[src/rtl/hazard_ctrl.sv]
// rtl/hazard_ctrl.sv - decode-stage scoreboard, redirect flush and ECALL sequencing controller
module hazard_ctrl #(
    parameter int FLUSH_CYCLES = 2,
    parameter int CNT_W        = 2
) (
    input  logic        clock,
    input  logic        reset,
    input  logic        d_valid,
    input  logic [6:0]  d_opcode,
    input  logic [4:0]  d_rd,
    input  logic [4:0]  d_rs1,
    input  logic [4:0]  d_rs2,
    input  logic        wb_valid,
    input  logic [4:0]  wb_rd,
    input  logic        ex_redirect,
    input  logic        ecall_done,
    output logic        f_stall,
    output logic        d_stall,
    output logic        d_flush,
    output logic        d_issue,
    output logic        ecall_go,
    output logic [31:0] busy_vec
);

    localparam logic [6:0] OPC_OP     = 7'b0110011;
    localparam logic [6:0] OPC_STORE  = 7'b0100011;
    localparam logic [6:0] OPC_BRANCH = 7'b1100011;
    localparam logic [6:0] OPC_JALR   = 7'b1100111;
    localparam logic [6:0] OPC_LOAD   = 7'b0000011;
    localparam logic [6:0] OPC_IMM    = 7'b0010011;
    localparam logic [6:0] OPC_SYSTEM = 7'b1110011;
    localparam logic [6:0] OPC_LUI    = 7'b0110111;
    localparam logic [6:0] OPC_AUIPC  = 7'b0010111;
    localparam logic [6:0] OPC_JAL    = 7'b1101111;

    typedef enum logic [1:0] {
        IDLE  = 2'd0,
        DRAIN = 2'd1,
        CALL  = 2'd2
    } state_t;

    state_t           state;
    state_t           state_nxt;
    logic [31:0]      busy_q;
    logic [31:0]      busy_nxt;
    logic [CNT_W-1:0] flush_cnt;
    logic [CNT_W-1:0] flush_cnt_nxt;

    logic use_rs1;
    logic use_rs2;
    logic writer_op;
    logic is_writer;
    logic is_ecall;
    logic hazard;
    logic flushing;
    logic enter_drain;
    logic call_exit;
    logic go_int;
    logic stall_int;
    logic issue_int;

    // Classify the decoded opcode: which sources it reads, whether it writes rd, and ECALL.
    always_comb begin
        use_rs1   = 1'b0;
        use_rs2   = 1'b0;
        writer_op = 1'b0;
        is_ecall  = 1'b0;
        case (d_opcode)
            OPC_OP: begin
                use_rs1   = 1'b1;
                use_rs2   = 1'b1;
                writer_op = 1'b1;
            end
            OPC_STORE, OPC_BRANCH: begin
                use_rs1 = 1'b1;
                use_rs2 = 1'b1;
            end
            OPC_JALR, OPC_LOAD, OPC_IMM: begin
                use_rs1   = 1'b1;
                writer_op = 1'b1;
            end
            OPC_SYSTEM: begin
                use_rs1  = 1'b1;
                is_ecall = 1'b1;
            end
            OPC_LUI, OPC_AUIPC, OPC_JAL: begin
                writer_op = 1'b1;
            end
            default: begin
                use_rs1 = 1'b0;
            end
        endcase
    end

    // Writes to x0 are discarded, so they never occupy a scoreboard slot.
    assign is_writer = writer_op & (d_rd != 5'd0);

    // RAW on any used source or WAW on rd, judged against the registered scoreboard only.
    assign hazard = d_valid & ((use_rs1 & busy_q[d_rs1]) |
                               (use_rs2 & busy_q[d_rs2]) |
                               (is_writer & busy_q[d_rd]));

    assign flushing = ex_redirect | (flush_cnt != '0);

    // ECALL sequencing: wait for in-flight writes to retire, hand off, then retire the ECALL.
    always_comb begin
        state_nxt   = state;
        enter_drain = 1'b0;
        go_int      = 1'b0;
        call_exit   = 1'b0;
        case (state)
            IDLE: begin
                if (d_valid & is_ecall & !flushing & !hazard) begin
                    enter_drain = 1'b1;
                    state_nxt   = DRAIN;
                end
            end
            DRAIN: begin
                if (ex_redirect) begin
                    state_nxt = IDLE;
                end else if (busy_q == 32'd0) begin
                    go_int    = 1'b1;
                    state_nxt = CALL;
                end
            end
            CALL: begin
                if (ex_redirect) begin
                    state_nxt = IDLE;
                end else if (ecall_done) begin
                    call_exit = 1'b1;
                    state_nxt = IDLE;
                end
            end
            default: begin
                state_nxt = IDLE;
            end
        endcase
    end

    // A flush overrides any stall; the ECALL exit cycle releases the stall so it can retire.
    assign stall_int = !flushing & (hazard | (state != IDLE) | enter_drain) & !call_exit;
    assign issue_int = (d_valid & !flushing & !stall_int) | call_exit;

    // Next scoreboard: retire the writeback, then mark the issuing writer (set wins on a clash).
    always_comb begin
        busy_nxt = busy_q;
        if (wb_valid) begin
            busy_nxt[wb_rd] = 1'b0;
        end
        if (issue_int & is_writer) begin
            busy_nxt[d_rd] = 1'b1;
        end
        busy_nxt[0] = 1'b0;
    end

    // Next flush count: a redirect (re)loads the full window, otherwise count down to zero.
    always_comb begin
        flush_cnt_nxt = flush_cnt;
        if (ex_redirect) begin
            flush_cnt_nxt = CNT_W'(FLUSH_CYCLES);
        end else if (flush_cnt != '0) begin
            flush_cnt_nxt = flush_cnt - CNT_W'(1);
        end
    end

    // State registers, all cleared asynchronously so a reset aborts any flush or ECALL.
    always_ff @(posedge clock or posedge reset) begin
        if (reset) begin
            state     <= IDLE;
            busy_q    <= 32'd0;
            flush_cnt <= '0;
        end else begin
            state     <= state_nxt;
            busy_q    <= busy_nxt;
            flush_cnt <= flush_cnt_nxt;
        end
    end

    // Outputs are forced low while reset is held, independent of the live decode inputs.
    assign d_flush  = !reset & flushing;
    assign d_stall  = !reset & stall_int;
    assign f_stall  = !reset & stall_int;
    assign d_issue  = !reset & issue_int;
    assign ecall_go = !reset & go_int;
    assign busy_vec = busy_q;

endmodule

[config.mk]
export PLATFORM = sky130hd
export DESIGN_NAME = hazard_ctrl
export DESIGN_NICKNAME = d
export VERILOG_FILES = /design/src/rtl/hazard_ctrl.sv
export SDC_FILE = /design/constraint.sdc
export NUM_CORES = 1
export LEC_CHECK = 0
export CAP_MARGIN = 0
export CORE_ASPECT_RATIO = 1.25
export CORE_MARGIN = 8
export CORE_UTILIZATION = 27
export DETAILED_ROUTE_END_ITERATION = 12
export SLEW_MARGIN = 20
export SYNTH_ARGS = -nofsm -noshare
export SYNTH_HDL_FRONTEND = slang
export SYNTH_SLANG_ARGS = --single-unit
[constraint.sdc]
create_clock -name clock -period 5.3 [get_ports clock]
set_input_delay 0.795 -clock clock [delete_from_list [all_inputs] [get_ports clock]]
set_output_delay 0.795 -clock clock [all_outputs]
set_load 0.01 [all_outputs]
==> results of run 1 <==
==> cells in the final DEF (no fill, tap or decap), drive strengths merged, types with 3 or more instances in the layout <==
master          n
o211ai          5
nor3            4
clkdlybuf4s50  68
clkinv          3
a32oi          15
nor2b           7
nor4            8
nor2           14
a221oi          3
nor3b           6
mux4           16
o21ai          33
inv            10
nand3           8
o21a           12
mux2i          17
nand2          55
nand4           9
clkbuf          5
and3            6
nand2b          7
nand3b          6
and3b           4
buf             6
a31oi          15
dfrtp          35
==> cell type report <==
| type | count | share of cell area, % |
|---|---|---|
| clock buffers | 5 | 3.02 |
| clock inverters | 3 | 0.363 |
| inverters | 10 | 0.907 |
| multi-input cells | 276 | 52.0 |
| flip-flops and latches | 35 | 21.2 |
| well taps | 164 | 4.96 |
| repair buffers | 74 | 17.5 |
==> worst min path at each step <==
| stage | depth (start not counted) | start | slack (ns) | end |
|---|---|---|---|---|
| 2_1_floorplan | 2 | flush_cnt[0]$_DFFE_PP0N_ | 0.50 | flush_cnt[0]$_DFFE_PP0N_ |
| 3_3_place_gp | 2 | flush_cnt[0]$_DFFE_PP0N_ | 0.52 | flush_cnt[0]$_DFFE_PP0N_ |
| 3_5_place_dp | 2 | flush_cnt[0]$_DFFE_PP0N_ | 0.55 | flush_cnt[0]$_DFFE_PP0N_ |
| 4_1_cts | 2 | flush_cnt[0]$_DFFE_PP0N_ | 0.56 | flush_cnt[0]$_DFFE_PP0N_ |
| 5_1_grt | 2 | flush_cnt[0]$_DFFE_PP0N_ | 0.60 | flush_cnt[0]$_DFFE_PP0N_ |
| 6_report | 2 | flush_cnt[0]$_DFFE_PP0N_ | 0.56 | flush_cnt[0]$_DFFE_PP0N_ |
==> cell families after synthesis <==
logic type                 share of synthesized area [%]
and+or+nand+nor                                     23.4
muxes                                               17.6
AOI/OAI and AO/OA                                   24.2
other                                              0.115
DFF                                                 27.0
buffers and inverters                               7.05
adders and majority gates                          0.385
xor gates and xnor gates                           0.270
==> registers in the layout (all words and copies together) (netlist names) <==
signal     count
flush_cnt      2
busy_vec      31
state          2
==> through the flow <==
stage                     instance area (µm²)  power (µW)  cells  setup slack [ns]  hold slack (ns)
after global placement                   3990         441    559             0.782            0.523
after floorplan                          3250         386    351              1.87            0.505
after detailed placement                 3990         446    559             0.681            0.551
after CTS                                4130         734    567             0.675            0.563
after global routing                     4140         759    567             0.497            0.597
final                                    4140         728    567             0.656            0.556
==> synthesized netlist by cell type, drive strengths merged, types with 4 or more instances <==
library cell	n	area (µm²)
nor3	4	25.0
o21ai	33	263
and3	6	38.8
o211ai	5	52.6
nand4	9	71.3
nand2b	7	43.8
buf	18	136
o21a	12	90.1
mux2i	17	170
nand3	8	40.0
mux4	16	379
nand2	55	206
nor3b	6	50.1
and3b	4	35.0
nand3b	6	45.0
nor2	14	52.6
nor2b	7	43.8
nor4	8	50.1
a31oi	15	93.8
dfrtp	35	876
clkbuf	12	55.1
inv	10	37.5
a32oi	15	131
==> worst register-to-register path: stages, from the launching register on <==
cell and delay (ns):
sky130_fd_sc_hd__dfrtp_1 0.47, sky130_fd_sc_hd__mux4_1 0.53, sky130_fd_sc_hd__mux2i_1 0.14, sky130_fd_sc_hd__nor2b_1 0.09, sky130_fd_sc_hd__o311ai_4 0.32, sky130_fd_sc_hd__nand4_4 0.64
sky130_fd_sc_hd__o211ai_1 0.41
==> report_power, final <==
| group | switching, µW | total [µW] | internal [µW] | leakage, µW |
|---|---|---|---|---|
| registers | 7.61 | 284 | 276 | 0.000484 |
| logic | 86.9 | 159 | 71.9 | 0.000976 |
| clock network | 114 | 286 | 171 | 0.0000733 |
==> metal layers <==
| layer | up-vias | global-route usage (%) | share of wire, % |
|---|---|---|---|
| met2 | 130 | 24.0 | 50 |
| li1 | 1456 | - | - |
| met1 | 1536 | 16.2 | 40 |
| met4 | 0 | 5.97 | 2.6 |
| met3 | 24 | 3.31 | 7.6 |
| met5 | - | 0 | 0 |
==> results by group, run 1 <==
Clock network
  • Inserted Clock Buffers: 5
  • Count of buffers added by post-CTS timing repair for setup: 0
  • Clk sinks: 35
  • Cell at the root of the clock tree: sky130_fd_sc_hd__clkbuf_16
  • Number of H-tree branching levels: 2
  • Register clock-pin slew on the reported worst setup and hold paths: around 0.060 ns
  • Buffer depth of the longest clock path: 2
  • Number of hold buffers added after cts: 0
  • Clock tree from TritonCTS: yes
  • Clk Latency, worst-skew pair: about 0.28 ns
  • Total of cells resized after clock tree synthesis: 0

Detailed routing
  • Vias per std cell: about 5.5
  • DRC violations left: 0
  • First-iteration detailed-routing DRC count: about 230
  • Avg WL per Cell: 19.4 µm
  • Drt total wl: ~11000 µm
  • Total vias in the final route: 3146
  • Number of nets still failing antenna checks after routing: 0
  • Initial DRT Pass Iterations: 4

Place
  • Port bufs: 68
  • Routability congestion estimate from global placement: around 0.86
  • Hpwl dp: between 8000 and 9000 µm

Power
  • Power density cells: approximately 180 nW/µm²
  • Worst voltage drop across the vdd grid: between 0.1 and 0.15 mV
  • Leakage power: between 0.0015 and 0.002 µW

Synthesis
  • Count of state elements after synthesis: 35
  • Prevailing post-synth register cell: sky130_fd_sc_hd__dfrtp_1
  • Post-Synthesis Net Count: between 300 and 400
  • Number of synthesized flops with an enable pin: 0
  • Yosys warns: 0
  • Fraction of the yosys area taken by sequential cells: a little over a quarter
  • Share of synthesized registers carrying an async set or reset: 100%
  • Cells after Synth: about 350
  • Cell variety after synth: 58
  • Synth Area per Inst: between 9 and 10 µm²
  • Synthesized cell area: between 3000 and 4000 µm²

Setup path
  • Arrival time at the worst endpoint: about 3.9 ns
  • First element of the critical path: d_rd[0]
  • Category of the worst setup path capture point: output port
  • Crit path launch type: primary input
  • Endpoint of the most critical setup path: d_stall
  • Worst reg2reg path depth: 6
  • Highest-delay cell along the critical path: sky130_fd_sc_hd__clkdlybuf4s50_1
  • Most frequent CP cell: sky130_fd_sc_hd__clkdlybuf4s50_1
  • Path length in cells of the critical path: 8
  • FF-to-FF Start: busy_vec[12]$_DFF_PP0_
  • Register-to-register path setup slack: 2.59 ns
  • Largest stage delay on the critical path: approximately 0.91 ns
  • Required time worst endpoint: ~4.5 ns
  • Crit-path max FO: 15
  • Worst path buffer plus inverter count: 2
  • Classification of the worst setup path: in -> out
  • Crit-path cells: clkdlybuf4s50_1, mux2i_1, a221oi_1, a31oi_1, or4_4, and4_2, a21oi_1, clkdlybuf4s50_1
  • Top Family by Delay on Critical Path: buffers and inverters
  • Reg-to-reg endpoint: busy_vec[22]$_DFF_PP0_

Layout
  • Filler cell count: roughly 1300
  • Share of the core filled with cells: 34.7%
  • Net total in the final layout: about 440
  • Synth-to-layout area growth: 27.3%
  • Area taken by flip-flops and latches: about 900 µm²
  • Share of post-route cells with drive strength above 1: between 10% and 20%
  • Diode count: 0
  • Multi-input gate area: 2150 µm²

Die
  • Initial standard-cell utilization of the core: 27.2%
  • Number of I/O pins: 70
  • Die height: 139 µm
  • Standard cell core area: 11900 µm²
  • Cell row count: 45
  • Die width: approximately 110 µm
  • Total Die Area: about 16000 µm²

STA
  • Total Neg Setup Slack: 0 ns
  • Worst Max-Slew Pin Slew: ~0.77 ns
  • Number of hold violations in the final report: 0
  • Final number of setup-violating endpoints: 0
  • Fmax: between 200 and 250 MHz
  • Max-slew headroom: between 40% and 50%
  • Post-layout min period: roughly 4.6 ns
  • Setup repair after global routing missed its margin: false
  • Crit share post-route: approximately 88%
  • Worst setup skew after layout: 0.00330 ns
  • Final count of pins violating max slew: 0

GRT
  • Sum of overflow across all layers after global routing: 0
  • Initial antenna violation count: 0
  • Wire length of the first global-routing pass: between 15000 and 20000 µm
  • Number of global-route vias before repair: about 3200
  • Maximum number of pins on one net before global-route repair: 37
  • GRT Overall Usage: about 14%

Min path
  • Min-delay worst type: reg -> reg

Job
  • Max cap viols: 0

Outcome
  • Status: finished clean
Note: power is estimated with default switching activity, not from simulation.
==> run 2: changes to the inputs <==
==> constraint.sdc (replaced) <==
create_clock -name clock -period 5.8 [get_ports clock]
set_input_delay 0.87 -clock clock [delete_from_list [all_inputs] [get_ports clock]]
set_output_delay 0.87 -clock clock [all_outputs]
set_load 0.1 [all_outputs]
==> results by group, run 2 (synthesis results as in run 1) <==
Outcome
  • Status: finished clean

Job
  • Max cap viols: 0 (unchanged)

Clock network
  • Clock tree from TritonCTS: yes
  • Number of H-tree branching levels: 2 (unchanged)
  • Number of hold buffers added after cts: 0 (unchanged)
  • Total of cells resized after clock tree synthesis: 0 (unchanged)
  • Clk sinks: 35 (unchanged)
  • Count of buffers added by post-CTS timing repair for setup: 0 (unchanged)
  • Buffer depth of the longest clock path: 2 (unchanged)
  • Cell at the root of the clock tree: sky130_fd_sc_hd__clkbuf_16
  • Register clock-pin slew on the reported worst setup and hold paths: 0.05 ns (about the same)
  • Clk Latency, worst-skew pair: 0.28 ns (about the same)
  • Inserted Clock Buffers: 5 (unchanged)

Power
  • Switch Pwr: 213 µW (+1.9%)
  • Proportion of power drawn by combinational gates: 24.6% (+2.8 points)
  • Worst voltage drop across the vdd grid: 0.0915 mV (-10%)
  • Power density cells: 169 nW/µm² (-3.8%)
  • Internal Dissipation: 485 µW (-6.6%)
  • Sum of internal, switching and leakage power: 697 µW (-4.2%)
  • Sequential Power Share: 37.2% (-1.7 points)
  • Portion of total power attributed to the clock network: 38.3% (-0.9 points)
  • Fraction of power spent switching nets: 30.5% (+1.8 points)
  • Leakage power: 0.00153 µW (-0.32%)

Detailed routing
  • Number of nets still failing antenna checks after routing: 0 (unchanged)
  • Avg WL per Cell: 19.8 µm (+2.3%)
  • Amount of wire on met3 after detailed routing: 724 µm (-14%)
  • First-iteration detailed-routing DRC count: 259 (+14%)
  • Initial DRT Pass Iterations: 5 (+1)
  • Total vias in the final route: 3156 (+0.32%)
  • DRC violations left: 0 (unchanged)
  • Drt total wl: 11200 µm (+1.7%)
  • Top routing layer in use: met4
  • Length of routed wiring on met1: 4750 µm (+8.3%)
  • Vias per std cell: 5.60 (+0.85%)
  • Routed wire length on met2: 5470 µm (-0.44%)

Place
  • Routability congestion estimate from global placement: 0.868 (+0.47%)
  • Port bufs: 68 (unchanged)
  • Dpl cells: 557 (-0.36%)
  • Hpwl dp: 8430 µm (+0.89%)

Setup path
  • Arrival time at the worst endpoint: 3.84 ns (about the same)
  • Classification of the worst setup path: in -> out
  • Required time worst endpoint: 4.93 ns (+0.42 ns)
  • Crit path launch type: primary input
  • Category of the worst setup path capture point: output port
  • Register-to-register path setup slack: 3.04 ns (+0.45 ns)
  • Crit-path max FO: 15 (unchanged)

Layout
  • Net total in the final layout: 434 (-0.46%)
  • Diode count: 0 (unchanged)
  • Largest register FFs: 31 (unchanged)
  • Final standard cell count with taps included and fillers excluded: 564 (-0.53%)
  • Synth-to-layout area growth: 26.8%
  • Share of post-route cells with drive strength above 1: 17.8% (+0.13 points)
  • Most common library cell in the layout ignoring fill and taps: sky130_fd_sc_hd__clkdlybuf4s50_1
  • Commonest cells after routing, fill and taps aside: sky130_fd_sc_hd__clkdlybuf4s50_1, sky130_fd_sc_hd__nand2_1, sky130_fd_sc_hd__dfrtp_1
  • Share of the core filled with cells: 34.5% (-0.16 points)

STA
  • Fin Hold WS: 0.544 ns (-0.0125 ns)
  • Max-slew headroom: 31.8% (-17 points)
  • Final number of setup-violating endpoints: 0 (unchanged)
  • Number of hold violations in the final report: 0 (unchanged)
  • Worst setup skew after layout: 0.00445 ns (+0.00116 ns)
  • Crit share post-route: 81.1%
  • Total Neg Setup Slack: 0 ns (unchanged)
  • Setup repair after global routing missed its margin: false
  • Final count of pins violating max slew: 0 (unchanged)
  • Worst Max-Slew Pin Slew: 1.02 ns (+0.254 ns)
  • Post-layout min period: roughly 4.7 ns
  • Fmax: between 200 and 250 MHz

Die
  • Cell row count: 45 (unchanged)
  • Initial standard-cell utilization of the core: 27.2% (unchanged)
  • Total Die Area: 15800 µm² (unchanged)
  • Die height: 139 µm (unchanged)
  • Standard cell core area: 11900 µm² (unchanged)
  • Die width: 114 µm (unchanged)
  • Number of I/O pins: 70 (unchanged)

Min path
  • Min-delay worst type: reg -> reg

GRT
  • Sum of overflow across all layers after global routing: 0 (unchanged)
  • Maximum number of pins on one net before global-route repair: 37 (unchanged)
  • Number of global-route vias before repair: 3180 (+0.19%)
  • Wire length of the first global-routing pass: 17900 µm (+2.2%)
  • Initial antenna violation count: 0 (unchanged)
  • GRT Overall Usage: 14.3% (+0.28 points)
==> run 2: changes by cell type in the layout (fill, tap and decap cells not counted), sizes merged <==
cell           delta
clkdlybuf4s50     -3
buf               +1
clkbuf            +1
clkinv            -2
==> run 2: cell type report <==
class	instances	area, µm²
fillers	1263	7820
well taps	164	205
clock buffers	6	139
multi-input cells	276	2150
clock inverters	1	5.00
inverters	10	37.5
flip-flops and latches	35	876
repair buffers	72	703
==> run 2: through the flow <==
stage               setup WS [ns]  cell area, µm²
finish                       1.09            4120
global route                0.862            4120
CTS                          1.10            4120
detailed placement           1.12            3970
global placement             1.27            3970
floorplan                   0.596            3250
==> run 2: worst paths after layout <==
check                                         start  cells after the start                  endpoint
setup reg to reg             busy_vec[14]$_DFF_PP0_                      6    busy_vec[22]$_DFF_PP0_
hold reg to reg            flush_cnt[0]$_DFFE_PP0N_                      2  flush_cnt[0]$_DFFE_PP0N_
hold / removal             flush_cnt[0]$_DFFE_PP0N_                      2  flush_cnt[0]$_DFFE_PP0N_
setup / recovery                            d_rd[0]                      8                   f_stall
min in group asynchronous                     reset                      3  flush_cnt[0]$_DFFE_PP0N_
max in group asynchronous                     reset                      3    busy_vec[16]$_DFF_PP0_
==> run 2: routing by layer <==
| layer | up-vias | GRT usage, % |
|---|---|---|
| met5 | - | 0 |
| met1 | 1570 | 17.4 |
| met3 | 16 | 2.92 |
| met2 | 123 | 23.7 |
| li1 | 1447 | - |
| met4 | 0 | 6.11 |
==> run 2: critical path: stages <==
cell,delay [ns]
sky130_fd_sc_hd__clkdlybuf4s50_1,0.89
sky130_fd_sc_hd__nor2_1,0.40
sky130_fd_sc_hd__nand2_1,0.19
sky130_fd_sc_hd__nand3_1,0.12
sky130_fd_sc_hd__or4_4,0.60
sky130_fd_sc_hd__and4_2,0.23
sky130_fd_sc_hd__a21oi_1,0.20
sky130_fd_sc_hd__buf_4,0.33
==> run 2: power groups by stage <==
stage | sequential, µW | clock [µW] | combinational [µW]
after floorplan | 274 | 0 | 104
after CTS | 259 | 272 | 172
after detailed placement | 263 | 0 | 171
final | 259 | 267 | 171
after global routing | 260 | 284 | 183
after global placement | 263 | 0 | 166
